--- src/rtl/cpu_axil_master.sv ---
// CPU-style single-request initiator issuing AXI4-Lite master transactions into a host window.
// One transaction in flight; the response is held until the requester consumes it.
module cpu_axil_master #(
    parameter logic [31:0] BASE_ADDR = 32'h0C00_0000,
    parameter int          ERR_W     = 8
) (
    input  logic             clk,
    input  logic             resetn,
    input  logic             req_valid,
    output logic             req_ready,
    input  logic             req_write,
    input  logic [15:0]      req_addr,
    input  logic [31:0]      req_wdata,
    input  logic [3:0]       req_wstrb,
    output logic             rsp_valid,
    input  logic             rsp_ready,
    output logic [31:0]      rsp_rdata,
    output logic             rsp_err,
    output logic [ERR_W-1:0] err_count,
    output logic [31:0]      awaddr_m,
    output logic             awvalid_m,
    input  logic             awready_m,
    output logic [31:0]      wdata_m,
    output logic [3:0]       wstrb_m,
    output logic             wvalid_m,
    input  logic             wready_m,
    input  logic [1:0]       bresp_m,
    input  logic             bvalid_m,
    output logic             bready_m,
    output logic [31:0]      araddr_m,
    output logic             arvalid_m,
    input  logic             arready_m,
    input  logic [31:0]      rdata_m,
    input  logic [1:0]       rresp_m,
    input  logic             rvalid_m,
    output logic             rready_m,
    output logic [2:0]       fsm_state
);

    // Handshakes: a transfer happens on any rising clk edge where valid and ready are both high;
    // valid never drops before ready and its payload is frozen while valid is high.
    typedef enum logic [2:0] {IDLE, WR, WB, RA, RD, RSP} state_t;

    state_t      state, state_nxt;
    logic [31:0] addr_q, wdata_q;
    logic [3:0]  wstrb_q;
    logic        aw_done, w_done;
    logic        rsp_load, rsp_err_nxt;
    logic [31:0] rsp_rdata_nxt;

    assign awaddr_m  = addr_q;
    assign araddr_m  = addr_q;
    assign wdata_m   = wdata_q;
    assign wstrb_m   = wstrb_q;
    assign fsm_state = state;

    always_comb begin
        state_nxt     = state;
        req_ready     = 1'b0;
        awvalid_m     = 1'b0;
        wvalid_m      = 1'b0;
        bready_m      = 1'b0;
        arvalid_m     = 1'b0;
        rready_m      = 1'b0;
        rsp_valid     = 1'b0;
        rsp_load      = 1'b0;
        rsp_err_nxt   = 1'b0;
        rsp_rdata_nxt = 32'h0;
        case (state)
            IDLE: begin
                req_ready = 1'b1;
                if (req_valid) state_nxt = req_write ? WR : RA;
            end
            WR: begin
                awvalid_m = !aw_done;
                wvalid_m  = !w_done;
                // AW and W may complete in either order or in the same cycle
                if ((aw_done || awready_m) && (w_done || wready_m)) state_nxt = WB;
            end
            WB: begin
                bready_m = 1'b1;
                if (bvalid_m) begin
                    state_nxt   = RSP;
                    rsp_load    = 1'b1;
                    rsp_err_nxt = (bresp_m != 2'b00);
                end
            end
            RA: begin
                arvalid_m = 1'b1;
                if (arready_m) state_nxt = RD;
            end
            RD: begin
                rready_m = 1'b1;
                if (rvalid_m) begin
                    state_nxt     = RSP;
                    rsp_load      = 1'b1;
                    rsp_rdata_nxt = rdata_m;
                    rsp_err_nxt   = (rresp_m != 2'b00);
                end
            end
            RSP: begin
                rsp_valid = 1'b1;
                if (rsp_ready) state_nxt = IDLE;
            end
            default: state_nxt = IDLE;
        endcase
    end

    always_ff @(posedge clk) begin
        if (!resetn) begin
            state     <= IDLE;
            addr_q    <= 32'h0;
            wdata_q   <= 32'h0;
            wstrb_q   <= 4'h0;
            aw_done   <= 1'b0;
            w_done    <= 1'b0;
            rsp_rdata <= 32'h0;
            rsp_err   <= 1'b0;
            err_count <= '0;
        end else begin
            state <= state_nxt;
            if (state == IDLE && req_valid) begin
                addr_q  <= {BASE_ADDR[31:16], req_addr};
                wdata_q <= req_wdata;
                wstrb_q <= req_wstrb;
                aw_done <= 1'b0;
                w_done  <= 1'b0;
            end
            if (state == WR) begin
                aw_done <= aw_done || awready_m;
                w_done  <= w_done || wready_m;
            end
            if (rsp_load) begin
                rsp_rdata <= rsp_rdata_nxt;
                rsp_err   <= rsp_err_nxt;
                if (rsp_err_nxt && err_count != '1) err_count <= err_count + ERR_W'(1);
            end
        end
    end

endmodule

--- config.mk ---
export PLATFORM = sky130hd
export DESIGN_NAME = cpu_axil_master
export DESIGN_NICKNAME = d
export VERILOG_FILES = /design/src/rtl/cpu_axil_master.sv
export SDC_FILE = /design/constraint.sdc
export NUM_CORES = 1
export LEC_CHECK = 0
export CAP_MARGIN = 20
export CORE_MARGIN = 2
export CORE_UTILIZATION = 30
export CTS_BUF_LIST = sky130_fd_sc_hd__clkbuf_8
export CTS_CLUSTER_SIZE = 20
export DETAILED_ROUTE_END_ITERATION = 12
export PLACE_DENSITY = 0.67
export SETUP_SLACK_MARGIN = 0.1
export SYNTH_ARGS = -nofsm -noshare
export SYNTH_HDL_FRONTEND = slang
export SYNTH_SLANG_ARGS = --single-unit
--- constraint.sdc ---
create_clock -name clk -period 1.8 [get_ports clk]
set_input_delay 0.18 -clock clk [delete_from_list [all_inputs] [get_ports clk]]
set_output_delay 0.18 -clock clk [all_outputs]
set_load 0.1 [all_outputs]
# Word level (Yosys, flattened, before mapping)
# Index checks and enable logic that the tools add are counted.
[word_totals]
regBits = 99
input_bits = 98
out_inout_bits = 151
elab_cells = 61
[op_classes]
addsub = 1
n_eq_ne = 12
muxes = 26
reduce_logical = 13
[op_table]
columns = ["cell", "n"]
rows = [
  ["32-bit 2-to-1 mux", 2],
  ["3-bit 2-to-1 mux", 6],
  ["3-bit one-hot mux with 6 select lines", 1],
  ["1-bit 2-to-1 mux", 14],
  ["2-bit != test (second input constant)", 6],
  ["8-bit by 1-bit adder with 8-bit output (second input constant)", 1],
  ["8-bit != test (second input constant)", 1],
  ["3-bit by 2-bit equality test with 1-bit output (second input constant)", 2],
  ["3-bit equality test (second input constant)", 2],
  ["6-bit AND reduction", 1],
  ["2-bit nonzero test", 3],
  ["1-bit one-hot mux with 2 select lines", 2],
  ["3-bit by 1-bit equality test with 1-bit output (second input constant)", 1],
  ["1-bit logical AND", 3],
  ["3-bit zero test", 1],
  ["1-bit zero test", 2],
  ["1-bit logical OR", 2],
  ["2-bit 2-to-1 mux", 1],
  ["2-bit AND reduction", 1],
]

# Longest topological paths before layout
# Gate-level depths: netlist of the first run.
[logic_depth]
word_depth = 5
ltp_mapped = 6
depth_no_buf = 5

# Least setup slack after synthesis of the first run
# No wires, ideal clock.
[synth_timing]
path_kind = "reg2reg"
from = "reg state[0], in the netlist fsm_state[0]"
to = "reg aw_done"
setup_ps = 128
t_arrival_ps = 4034
t_required_ps = 1672
setup_slack_ps = -2361
stages_incl_launch_ff = 6
path_buffers = 1
synth_period_minus_slack_ps = 4161
path_cell_list = "dfxtp_1 > nor3_1 > nand2_1 > clkbuf_1 > a22oi_1 > nor2_1"
[synth_via]
elab_chain_cells = 3
elab_cells_between_ends = 5
cone_classes = "eq/ne: 1; mux: 1; reduce/logical: 3"
[synth_rtl]
columns = ["element", "line", "rtl"]
rows = [
  ["start: declaration", "44", "state_t state, state_nxt;"],
  ["start signal: assignment", "121", "state <= state_nxt;"],
  ["3-bit zero test", "122", "if (state == IDLE && req_valid) begin"],
  ["1-bit logical AND", "122", ""],
  ["2-bit nonzero test (no line)", "n/a", ""],
  ["end signal: assignment", "130", "aw_done <= aw_done || awready_m;"],
  ["end: declaration", "47", "logic aw_done, w_done;"],
]
# Several ways; a longest one is shown, not always the timed one.
# A chain may end at the register's enable or synchronous reset.

# Worst setup path after layout of the first run
[layout_timing]
from = "reg state[0], in the netlist fsm_state[0]"
to = "reg err_count[4]"
[layout_via]
elab_chain_cells = 4
elab_cells_between_ends = 6
cone_classes = "eq/ne: 2; mux: 2; reduce/logical: 2"
[layout_rtl]
columns = ["element", "line", "rtl"]
rows = [
  ["3-bit equality test / 3-bit by 2-bit equality test with 1-bit output (equally long branches)", "69", "case (state)"],
  ["1-bit one-hot mux with 2 select lines", "69", ""],
  ["1-bit logical AND", "136", "if (rsp_err_nxt && err_count != '1) err_count <= err_count + ERR_W'(1);"],
  ["2-bit AND reduction (no line) *", "n/a", ""],
  ["end signal: assignment", "136", ""],
  ["end: declaration", "19", "output logic [ERR_W-1:0] err_count,"],
]
# Mark *: on every way between the ends. The rest lies on a longest branch, timed or not.

==> out/qor.txt, run 1 <==
pin count of the biggest net entering global routing: 60
worst hold slack: 0.335 ns
Netlist cell types: 37
H-tree depth: 3
TritonCTS Buffers: 9
FF+latch count, synth: 99
Synth Cell Area: 4020 um2
XOR/XNOR share of the synthesized area: 0%
Setup CP Type: reg -> reg
slowest stage cell, crit path: or4_1
P_sw: 5630 uW
Max-Cap Viols: 0
Startpoint Class: flip-flop
EDFF count, synth: 0
cells along the critical path: buf_6, and4bb_2, a32oi_2, buf_4, or4_1, a21oi_1
main area contributors after synthesis: dfxtp_1 49%, nand2_1 11%, buf_4 8.8%, a21oi_1 7.6%, a22oi_1 6.3%
vias in the first global route: 3801
gr ovfl total: 0
clock network power share: 13.9%
Final Hold Fails: 0
io pins: 249
n_diodes: 0
die height: 120 um
Seq/Total Area, Yosys: 49.3%
CP peak stage delay: 0.47 ns
fmax: 0.585 GHz
Slew Viols, Final: 0
worst hold path class: in -> reg
CTS Hold Bufs: 0
Worst Skew: 0.0131 ns
global router's overall resource usage: 15.8%
Syn-to-layout area delta: 60.4%
root buf cell: clkbuf_8
Via-to-Cell Ratio: 4.60
dpl cell area: 6140 um2
Final WS setup: 0.0899 ns
via count: 4017
status: finished clean
drt total wl: 11700 um
Internal Pwr Total: 4760 uW
TritonRoute pass-1 iters: 4
post-synth top area share: 49.3%
post-synthesis cell count: 488
DRC: 0
drt wl/cell: 13.4 um
DR iter-0 viols: 153
Flop pwr share: 26.3%
period utilisation layout: 95.0%
Yosys Warn Count: 0
Synth Area per Inst: 8.24 um2
switching part of the total: 54.2%
Final Util: 48.9%
IO Port Bufs: 220
Async SR Flop Fraction: 0%
CTS tree: yes
# rows: 42
# nets final: 792
first-pass GRT wire length: 18000 um
Post-Synth Simple-Gate Area: 19.6%
Crit. End Element: flip-flop
Worst Path Max Fanout: 5
clk sinks: 99
Primary FF master, synth: dfxtp_1
peak supply drop: 739 uV
Worst-Skew Late Latency: 0.38 ns
Placer Congestion: 0.774
biggest area consumer among synthesized cells: dfxtp_1
largest family of logic cells by synthesized area: simple AND/OR/NAND/NOR gates
Comb pwr share: 59.7%
Leak: 0.00269 uW
most common cell in the netlist: nand2_1
Worst Path Buf+Inv: 2
Min Clock Period, post-route: 1.71 ns
final setup fails: 0
Die X: 120 um
CP delay by family, top: simple AND/OR/NAND/NOR gates
PD cells: 1610 nW/um2
starting density of the core: 30.5%
Power Total: 10400 uW
Critical Path RT: 2.12 ns
proportion of synthesized area in mux cells: 0.747%
Post-synth top cells: 113 x nand2_1, 99 x dfxtp_1, 61 x a21oi_1, 47 x buf_4, 43 x nor2_1
Placeable Area: 13200 um2
post-route ant nets: 0
die area: 14300 um2
DPL Wire Length: 8590 um
share of layout cells above drive strength 1: 27.4%
synthesized-area fraction occupied by ao, oa, aoi and oai cells: 17.2%
Clock Path Buffers: 2
Non-Filler Cell Area, Final: 6450 um2
fillers: 1248
Post-Synth Adder-Cell Area: 0.311%
RSZ-0062 raised after global routing: true
Post-Place Worst Slack: -0.116 ns
CP Data Arrival Time: 2.03 ns
Clock transition at path regs: 0.10 ns
initial antenna violation count: 0
[through the flow]
stage / setup TNS, ns / instances
final: 0 / 874
after floorplan: -39.44 / 515
after global placement: -0.118 / 849
after CTS: 0 / 870
after global routing: 0 / 874
after detailed placement: -2.56 / 849
[metal layers]
metal / routed length (um) / global-route usage, % / share of wire (%) / vias up
met5: 0 / 0 / 0 / -
met4: 226 / 7.21 / 1.9 / 0
met3: 1040 / 5.47 / 8.9 / 15
met2: 5540 / 26.6 / 47 / 185
met1: 4910 / 18.0 / 42 / 1849
li1: - / - / - / 1968
[sequential cells by signal, indices dropped and copies added (netlist names), 3 cells and up]
register   flops
fsm_state      3
rsp_rdata     32
araddr_m      17
wdata_m       32
wstrb_m        4
err_count      8
[power by group through the flow]
stage | clock (uW) | combinational, uW | sequential (uW)
floorplan | 0 | 2710 | 4910
detailed placement | 0 | 6060 | 2840
CTS | 1510 | 6200 | 2750
finish | 1450 | 6210 | 2740
global route | 1590 | 6460 | 2780
global placement | 0 | 6020 | 2820
[timing repair]
action,CTS,global route
endpoints found under the setup margin,6,43
setup buffers,4,4
gates resized for setup,6,6
pin swaps,5,7
cloned,1,0
[cells in the final DEF, fill, tap and decap left out, types with 9 or more instances in the layout]
cell type / n
a21oi_1: 59
a22oi_1: 33
buf_12: 14
buf_4: 134
clkbuf_8: 9
clkdlybuf4s50_1: 97
conb_1: 28
dfxtp_1: 96
nand2_1: 112
nor2_1: 41
[cell families (layout without fill, tap and decap cells)]
group	Yosys count	count (layout)
other cells	1	28
buf+inv	86	269
flops	99	99
compound gates	112	112
mux	3	3
simple gates	186	186
fa+ha+maj	1	1
[worst reg2reg max path: stages, from the launching register on]
cell,delay (ns)
dfxtp_4,0.35
buf_6,0.12
and4bb_2,0.33
a32oi_2,0.07
buf_4,0.16
or4_1,0.47
a21oi_1,0.14
[area by class of cell]
cell class | instances | area (um2) | area share, %
Clock buffer | 9 | 124 | 1.92
Multi-Input combinational cell | 330 | 1730 | 26.9
Tap cell | 176 | 220 | 3.41
Inverter | 5 | 18.8 | 0.291
Clock inverter | 7 | 73.8 | 1.14
Sequential cell | 99 | 1990 | 30.9
Timing Repair Buffer | 248 | 2290 | 35.5
[worst paths after layout]
path                                to  cells past startpoint                 startpoint  slack [ns]
max reg2reg  err_count[4]$_SDFFE_PN0P_                      6  fsm_state[0]$_SDFFE_PN0P_        0.09
min reg2reg   wdata_m[30]$_SDFFE_PN0P_                      2   wdata_m[30]$_SDFFE_PN0P_        0.46
max          err_count[4]$_SDFFE_PN0P_                      6  fsm_state[0]$_SDFFE_PN0P_        0.09
min           wdata_m[12]$_SDFFE_PN0P_                      3              req_wdata[12]        0.34
Power figures use the tool's default switching activity.
==> run 2: changes to the inputs <==
Settings changed: CORE_ASPECT_RATIO set to 1.25.
==> run 2 against run 1 <==
Power up 0.17%. Final area about the same. Highest routed layer unchanged. Largest cell class unchanged. Critical endpoint is now err_count[2]$_SDFFE_PN0P_. Critical path type unchanged. Die area about the same. Utilization up 0.056 points. Largest power group unchanged.
==> out/qor.txt, run 2 (synthesis gave the netlist of run 1 again) <==
status: finished clean
initial antenna violation count: 0 (unchanged)
Setup CP Type: reg -> reg
switching part of the total: 54.1% (-0.076 points)
drt total wl: 12000 um (+2.2%)
Placer Congestion: 0.784 (+1.3%)
CTS tree: yes
global router's overall resource usage: 15.9% (+0.13 points)
busiest grt layer: met2
Clock Path Buffers: 2 (unchanged)
clk sinks: 99 (unchanged)
Via-to-Cell Ratio: 4.56 (-0.89%)
via count: 3945 (-1.8%)
IO Port Bufs: 220 (unchanged)
Startpoint Class: flip-flop
Worst-Skew Late Latency: 0.36 ns (-0.02 ns)
Final Hold Fails: 0 (unchanged)
RSZ-0062 raised after global routing: true
n_diodes: 0 (unchanged)
root buf cell: clkbuf_8
Leak: 0.00268 uW (-0.31%)
Cell Count, Final, Fillers Out: 866 (-0.92%)
Internal Pwr Total: 4780 uW (+0.34%)
Die X: 108 um (-10%)
leading cell type in the layout, fill and taps excluded: buf_4
period utilisation layout: 93.1% (-1.9 points)
# nets final: 789 (-0.38%)
DR iter-0 viols: 151 (-1.3%)
die height: 133 um (+11%)
routing usage on met2: 28.6% (+2.0 points)
starting density of the core: 30.5% (+0.041 points)
share of layout cells above drive strength 1: 27.5% (+0.12 points)
die area: 14400 um2 (about the same)
worst reg-to-reg setup slack: 0.12 ns (+0.03 ns)
met3 Resource Use GR: 4.84% (-0.62 points)
worst hold stages: 3 (unchanged)
vias in the first global route: 3776 (-0.66%)
post-route ant nets: 0 (unchanged)
peak supply drop: 770 uV (+4.3%)
Critical Path RT: 2.02 ns (-0.10 ns)
pin count of the biggest net entering global routing: 65 (+8.3%)
io pins: 249 (unchanged)
r2r worst-path depth: 6 (unchanged)
CP Data Arrival Time: 1.90 ns (-0.13 ns)
clock network power share: 13.8% (about the same)
Crit. End Element: flip-flop
Min Clock Period, post-route: 1.68 ns (-0.0337 ns)
TritonRoute pass-1 iters: 4 (unchanged)
Syn-to-layout area delta: 60.4% (about the same)
Final Util: 49.0% (+0.056 points)
Worst Skew: 0.0117 ns (-0.00148 ns)
Non-Filler Cell Area, Final: 6450 um2 (about the same)
met1 GRT Util: 17.4% (-0.59 points)
Flop pwr share: 26.4% (about the same)
Clock transition at path regs: 0.10 ns (about the same)
Comb pwr share: 59.8% (about the same)
Final WS setup: 0.124 ns (+0.0337 ns)
TritonCTS Buffers: 9 (unchanged)
drt wl/cell: 13.8 um (+3.2%)
# rows: 47 (+12%)
Worst Path Max Fanout: 8 (+3)
worst hold path class: in -> reg
PD cells: 1610 nW/um2 (+0.19%)
Slew Viols, Final: 0 (unchanged)
gr ovfl total: 0 (unchanged)
DRC: 0 (unchanged)
DPL Wire Length: 8850 um (+3.1%)
dpl cell area: 6120 um2 (-0.35%)
P_sw: 5630 uW (about the same)
Power Total: 10400 uW (+0.17%)
H-tree depth: 3 (unchanged)
first-pass GRT wire length: 18400 um (+2.1%)
fmax: 0.597 GHz (+2.0%)
final setup fails: 0 (unchanged)
Placeable Area: 13200 um2 (-0.13%)
placed cell count: 842 (-0.82%)
Post-Place Worst Slack: -0.0757 ns (+0.0399 ns)
most frequent cells in the layout: 130 x buf_4, 112 x nand2_1, 97 x clkdlybuf4s50_1, 96 x dfxtp_1, 59 x a21oi_1
Max-Cap Viols: 0 (unchanged)
run 2: final timing paths:
path / start / to
setup reg to reg: fsm_state[0]$_SDFFE_PN0P_ / err_count[2]$_SDFFE_PN0P_
hold / removal: req_wdata[8] / wdata_m[8]$_SDFFE_PN0P_
hold reg to reg: wstrb_m[3]$_SDFFE_PN0P_ / wstrb_m[3]$_SDFFE_PN0P_
setup / recovery: fsm_state[0]$_SDFFE_PN0P_ / err_count[2]$_SDFFE_PN0P_
run 2: timing repair:
action / 4_1_cts / 5_1_grt
endpoints found under the setup margin: 3 / 9
hold buffers: 0 / 0
gates resized for setup: 6 / 11
buffers inserted: 2 / 6
pin swaps: 1 / 6
run 2: power groups by stage:
stage | clock, uW | combinational, uW | sequential (uW)
after floorplan | 0 | 2710 | 4910
after global placement | 0 | 6020 | 2810
after detailed placement | 0 | 6050 | 2830
after CTS | 1500 | 6120 | 2780
after global routing | 1610 | 6490 | 2790
final | 1440 | 6220 | 2750
run 2: layout make-up:
| class | count | area (um2) |
|---|---|---|
| fill | 1269 | 6720 |
| timing repair buffer | 245 | 2280 |
| sequential | 99 | 1990 |
| multi-input combinational | 330 | 1750 |
| tap | 171 | 214 |
| clock buffer | 9 | 124 |
| clock inverter | 7 | 75.1 |
| inverter | 5 | 18.8 |
run 2: per-layer routing:
| metal | part of all wire [%] | vias up |
|---|---|---|
| met2 | 51 | 173 |
| met4 | 2.0 | 0 |
| met5 | 0 | - |
| met1 | 39 | 1787 |
| li1 | - | 1968 |
| met3 | 8.2 | 17 |
run 2: through the flow:
| stage | TNS (ns) | hold slack (ns) |
|---|---|---|
| 5_1_grt | 0 | 0.328 |
| 3_3_place_gp | 0 | 0.440 |
| 3_5_place_dp | -0.0866 | 0.447 |
| 6_report | 0 | 0.353 |
| 2_1_floorplan | -39.44 | 0.316 |
| 4_1_cts | 0 | 0.330 |
run 2: worst max-delay path: stages (launching register included):
cell	delay [ns]
dfxtp_4	0.37
buf_4	0.14
nor3b_4	0.24
a32oi_4	0.20
buf_6	0.17
o311ai_1	0.28
o41ai_1	0.14
